File: src/rtl/id_ex_stage.sv
// ID->EX operand stage: RAW forwarding (EX > MEM > WB > regfile), load-use detection and the ID/EX register.
// Build option ID_EX_BYPASS_EN enables forwarding; without it every RAW stalls until the regfile holds the value.
module id_ex_stage #(
   parameter int XLEN   = 32,
   parameter int REG_AW = 5
) (
   input  logic              cpu_clk,
   input  logic              cpu_rst,
   input  logic              flush,
   input  logic              ex_hold,
   input  logic              id_valid,
   input  logic [XLEN-1:0]   id_pc,
   input  logic [REG_AW-1:0] id_rs1,
   input  logic [REG_AW-1:0] id_rs2,
   input  logic [REG_AW-1:0] id_rd,
   input  logic [XLEN-1:0]   id_rd1,
   input  logic [XLEN-1:0]   id_rd2,
   input  logic [XLEN-1:0]   id_imm,
   input  logic [8:0]        id_ctrl,
   input  logic [XLEN-1:0]   ex_alu_out,
   input  logic [REG_AW-1:0] mem_rd,
   input  logic              mem_we,
   input  logic [XLEN-1:0]   mem_wdata,
   input  logic [REG_AW-1:0] wb_rd,
   input  logic              wb_we,
   input  logic [XLEN-1:0]   wb_wdata,
   output logic              id_stall,
   output logic              ex_valid,
   output logic [XLEN-1:0]   ex_pc,
   output logic [XLEN-1:0]   ex_alu_a,
   output logic [XLEN-1:0]   ex_alu_b,
   output logic [6:0]        ex_ctrl,
   output logic [REG_AW-1:0] ex_rd,
   output logic [XLEN-1:0]   ex_store_data
);

   logic ex_is_load;
   logic ex_rf_we;
   logic id_asel;
   logic id_bsel;
   logic rs1_nz;
   logic rs2_nz;
   logic ex_m1, ex_m2;
   logic mem_m1, mem_m2;
   logic wb_m1, wb_m2;
   logic hazard;
   logic [XLEN-1:0] fwd1;
   logic [XLEN-1:0] fwd2;
   logic [XLEN-1:0] alu_a_d;
   logic [XLEN-1:0] alu_b_d;

   assign ex_is_load = ex_ctrl[6];
   assign ex_rf_we   = ex_ctrl[5];
   assign id_asel    = id_ctrl[8];
   assign id_bsel    = id_ctrl[7];

   // x0 is hardwired, so a zero source index never matches any producer
   assign rs1_nz = (id_rs1 != '0);
   assign rs2_nz = (id_rs2 != '0);

   assign ex_m1  = ex_valid & ex_rf_we & (ex_rd == id_rs1) & rs1_nz;
   assign ex_m2  = ex_valid & ex_rf_we & (ex_rd == id_rs2) & rs2_nz;
   assign mem_m1 = mem_we & (mem_rd == id_rs1) & rs1_nz;
   assign mem_m2 = mem_we & (mem_rd == id_rs2) & rs2_nz;
   assign wb_m1  = wb_we & (wb_rd == id_rs1) & rs1_nz;
   assign wb_m2  = wb_we & (wb_rd == id_rs2) & rs2_nz;

`ifdef ID_EX_BYPASS_EN
   always_comb begin
      fwd1 = id_rd1;
      if (ex_m1)       fwd1 = ex_alu_out;
      else if (mem_m1) fwd1 = mem_wdata;
      else if (wb_m1)  fwd1 = wb_wdata;
   end

   always_comb begin
      fwd2 = id_rd2;
      if (ex_m2)       fwd2 = ex_alu_out;
      else if (mem_m2) fwd2 = mem_wdata;
      else if (wb_m2)  fwd2 = wb_wdata;
   end

   // Only a load in EX has no result yet; one bubble lets MEM supply it
   assign hazard = id_valid & (ex_m1 | ex_m2) & ex_is_load;
`else
   logic unused_bypass;
   assign unused_bypass = ^{ex_alu_out, mem_wdata, wb_wdata};

   assign fwd1 = id_rd1;
   assign fwd2 = id_rd2;

   // Wait until the producer has retired from WB and the regfile read is current
   assign hazard = id_valid & (ex_m1 | ex_m2 | mem_m1 | mem_m2 | wb_m1 | wb_m2);
`endif

   assign alu_a_d = id_asel ? id_pc  : fwd1;
   assign alu_b_d = id_bsel ? id_imm : fwd2;

   assign id_stall = (hazard | ex_hold) & ~flush & ~cpu_rst;

   // ID -> EX register: reset/flush/hazard insert a zeroed bubble, ex_hold freezes
   always_ff @(posedge cpu_clk) begin
      if (cpu_rst || flush || (!ex_hold && hazard)) begin
         ex_valid      <= 1'b0;
         ex_pc         <= '0;
         ex_alu_a      <= '0;
         ex_alu_b      <= '0;
         ex_ctrl       <= '0;
         ex_rd         <= '0;
         ex_store_data <= '0;
      end else if (!ex_hold) begin
         ex_valid      <= id_valid;
         ex_pc         <= id_pc;
         ex_alu_a      <= alu_a_d;
         ex_alu_b      <= alu_b_d;
         ex_ctrl       <= {id_ctrl[6] & id_valid, id_ctrl[5] & id_valid, id_ctrl[4:0]};
         ex_rd         <= id_rd;
         ex_store_data <= fwd2;
      end
   end

endmodule

File: config.mk
export PLATFORM = sky130hd
export DESIGN_NAME = id_ex_stage
export DESIGN_NICKNAME = d
export VERILOG_FILES = /design/src/rtl/id_ex_stage.sv
export SDC_FILE = /design/constraint.sdc
export NUM_CORES = 1
export LEC_CHECK = 0
export BUFFER_PORTS_ARGS = -buffer_cell sky130_fd_sc_hd__buf_2
export CORE_AREA = 2 2 159 161
export CTS_CLUSTER_DIAMETER = 30
export CTS_CLUSTER_SIZE = 40
export DETAILED_ROUTE_END_ITERATION = 8
export DIE_AREA = 0 0 161 163
export PLACE_DENSITY = 0.59
export SLEW_MARGIN = 10
export SYNTH_ARGS = -nofsm -noshare
export SYNTH_HDL_FRONTEND = slang
export SYNTH_SLANG_ARGS = --single-unit
File: constraint.sdc
create_clock -name cpu_clk -period 1.7 [get_ports cpu_clk]
set_input_delay 0.34 -clock cpu_clk [delete_from_list [all_inputs] [get_ports cpu_clk]]
set_output_delay 0.34 -clock cpu_clk [all_outputs]
set_load 0.02 [all_outputs]
==> results.md <==
- Seq pwr share: 0.405
- Full die area: approximately 26000 um^2
- Synthesized net count: 784
- Core ar.: roughly 25000 um^2
- Slew @ Worst Pin: 0.3412 ns
- Yosys reg bits: 141
- Die X: ~160 um
- Synth Flop Type: dfxtp_1
- CP peak stage delay: 0.36 ns
- Cell taking the most area after synthesis: dfxtp_1
- Setup Total Neg Slack: -48.48 ns
- Sequential area share after synthesis: 0.5225
- Area grow syn2layout: 67.72%
- Ys async rst share: 0
- Diode count: 0
- Maximum clock path buffer count: 2
- Share of cells above drive strength 1: 0.5096
- Endpoints failing setup: 139
- Critical path type: register to register
- Initial DRC Count: 243
- CP cell instances: xor2_1 -> nor3_1 -> nand4_1 -> a21o_1 -> buf_4 -> and4bb_4 -> buf_12 -> buf_16 -> a22o_1
- Ys Warns: 0
- Post-route insts no fill: 1219
- Hold Path Class: input pin to register
- I/O Pins: roughly 410
- Tot GR Track Use: 0.1484
- Vias after detailed routing: 5319
- Dpl hpwl: 12960 um
- Clk root buf: clkbuf_16
- RSZ-0062 raised after global routing: yes
- Die Height: 163 um
- Critical-path top delay cell: dfxtp_4
- CTS clk-pin slew, worst paths: 0.07 ns
- Crit share post-route: 1.273
- Mapped cell area: 5403 um^2
- Critical path's top delay family: simple AND/OR/NAND/NOR gates
- Hold buffer count at CTS: 0
- Final Max Slew Viols: 0
- Met3 usage: 0.03922
- Switching Fraction: 0.2549
- GRT Residual Overflow: 0
- Met1 Usage GRT: 0.1871
- Final WS setup: -0.4639 ns
- Yosys cell types: 25
- Largest net degree at the start of global routing: 69
- Placed cells: 1155
- HP Start: id_rd[4]
- Pwr per Cell Area: 948.4 nW/um^2
- GPL Wtd Cong: 0.8057
- Worst setup SP type: register
- R2r worst-path depth: 9
- GRT met2 Usage: 0.2497
- First-pass iteration count of the detailed router: 4
- Post-synth EDFFs: 0
- Int Power: 0.006404 W
- Yosys top cell area share: 0.5225
- Outcome: complete, but fails checks
- Port Buffers: 310
- Final ANT Viol Nets: 0
- WL/cell: 16.44 um
- Crit end category: register
- Final net count: between 1000 and 1500
- P_sw: 0.002190 W
- Syn Inst Count: 519
- Vias in the first global route: 5116
- Max FO, Critical Path: 9
- Top post-synthesis cells by area: dfxtp_1, a22o_1, mux2i_1, o21ai_0, nand2_1
- Logic gate share of total power: 0.145
- Design area: 9061 um^2
- VDD IR-drop max: 0.0005442 V
- Final Critical Period: 2.164 ns
- # Max-Cap Violations: 0
- Reg2reg end: ex_store_data[13]
- DP Area: 7605 um^2
- Fmax: around 460 MHz
- Lkg Pwr: about 4.5 nW
- Setup slack, reg-to-reg: -0.46 ns
- Relative slew margins: 0.7661
- CP Data Required Time: 1.99 ns
- # H-tree levels: 4
- R2r startpoint: ex_rd[3]
- Initial core utilization: 0.2190
- CTS Buf Count: 17
- Clock share of power: 0.449
- Global-route wire length before repair: approximately 30000 um
- Antenna violations before repair: 0
- Residual DRC: 0
- CTS sink cnt: ~140
- Vias per cell: 4.363
- Clock skew: ~0.015 ns
- Hold Path End: ex_rd[4]
- Failing checks: setup timing
- Mean area per synthesized cell: 10.41 um^2
- Worst-Skew Late Latency: 0.41 ns
- GRT Max-Usage Layer: met2
- Fillers: roughly 2500
- Placement row count: 58
- CTS tree: done
- Crit path DAT: 2.46 ns
- Bufs and invs on worst path: 3
- Hold path depth: 2
- Final hold viol count: 0
- Total Wirelength: 20050 um
## power by group through the flow
stage / Sequential (W) / Combinational, W / Clock (W)
after detailed placement: 0.00356 / 0.00103 / 0
after floorplan: 0.00371 / 0.000354 / 0
after global placement: 0.00355 / 0.00103 / 0
final: 0.00348 / 0.00125 / 0.00386
after CTS: 0.00348 / 0.00125 / 0.00399
after global routing: 0.00350 / 0.00134 / 0.00415
## cell type report
class	count	area, um^2	share of cell area
sequential	141	2834	0.3128
timing repair buffer	377	2666	0.2943
multi-input combinational	339	2540	0.2803
clock buffer	20	446.7	0.04930
tap	330	412.9	0.04557
clock inverter	12	161.4	0.01781
## state kept, by name, summed over array words and instances, names as in the netlist
signal         flops
ex_alu_a          32
ex_alu_b          32
ex_pc             32
ex_store_data     32
ex_ctrl            7
ex_rd              5
ex_valid           1
## placed cells by master, fill, tap and decap left out, drive strengths merged, types with 2 or more instances in the layout
cell type  Yosys  final
buf           15    375
dfxtp        141    141
a22o          74     74
nand2         73     73
mux2i         64     64
o21ai         64     64
clkbuf        24     21
xor2          18     18
xnor2         12     12
nor3           9      9
nand4          6      6
clkinv         0      5
nor2           3      3
and3           3      3
bufinv         0      3
inv            0      3
a21o           2      2
a32o           2      2
## worst max path at each step
stage | start | cells after the start | end
floorplan | id_rs2[3] | 8 | ex_rd[0]
global placement | id_rs1[3] | 8 | ex_pc[18]
detailed placement | id_rs1[3] | 8 | ex_pc[8]
CTS | ex_rd[4] | 7 | id_stall
global route | ex_rd[3] | 7 | id_stall
finish | ex_rd[3] | 9 | ex_store_data[13]
## timing repair
item | CTS | global route
gates resized for setup | 97 | 48
cloned | 17 | 1
endpoints found under the setup margin | 139 | 139
pin swaps | 36 | 5
setup buffers | 19 | 4
## synthesized netlist by cell type, types with 2 or more instances
library cell	instances
a21o_1	2
a22o_1	74
a32o_1	2
and3_1	3
buf_2	8
buf_6	7
clkbuf_1	24
dfxtp_1	141
mux2i_1	64
nand2_1	73
nand4_1	6
nor2_1	3
nor3_1	9
o21ai_0	64
xnor2_1	12
xor2_1	18
## per-layer routing
layer  wire length [um]  vias to the layer above
met5                  0                        -
met4                315                        0
li1                   -                     2608
met3               1234                       21
met2               9715                      201
met1               8780                     2489
## logic make-up (layout without fill, tap and decap cells)
family / after synthesis / after routing / synth area share
AOI/OAI and AO/OA: 146 / 146 / 0.1925
xor gates and xnor gates: 30 / 30 / 0.04863
buffers and inverters: 39 / 409 / 0.03868
DFF: 141 / 141 / 0.5225
muxes: 64 / 64 / 0.1186
and+or+nand+nor: 99 / 99 / 0.07920
## worst reg2reg max path, delay by kind of cell, from the launching register on
kind | cells | cell delay [ns]
AO/OA/AOI/OAI | 2 | 0.44
XOR/XNOR | 1 | 0.15
AND/OR/NAND/NOR | 3 | 0.66
buffers and inverters | 3 | 0.45
flip-flops | 1 | 0.36
## metrics by stage
step | util | setup WS, ns | total power (W) | hold WS, ns
2_1_floorplan | - | -0.07564 | 0.004060 | 0.4718
3_3_place_gp | 0.3082 | -0.3521 | 0.004580 | 0.4290
3_5_place_dp | 0.3082 | -0.3882 | 0.004585 | 0.4374
4_1_cts | 0.3648 | -0.5161 | 0.008730 | 0.1218
5_1_grt | 0.3672 | -0.5907 | 0.008990 | 0.1342
6_report | 0.3672 | -0.4639 | 0.008594 | 0.1415
Note: power is estimated with default switching activity, not from simulation.
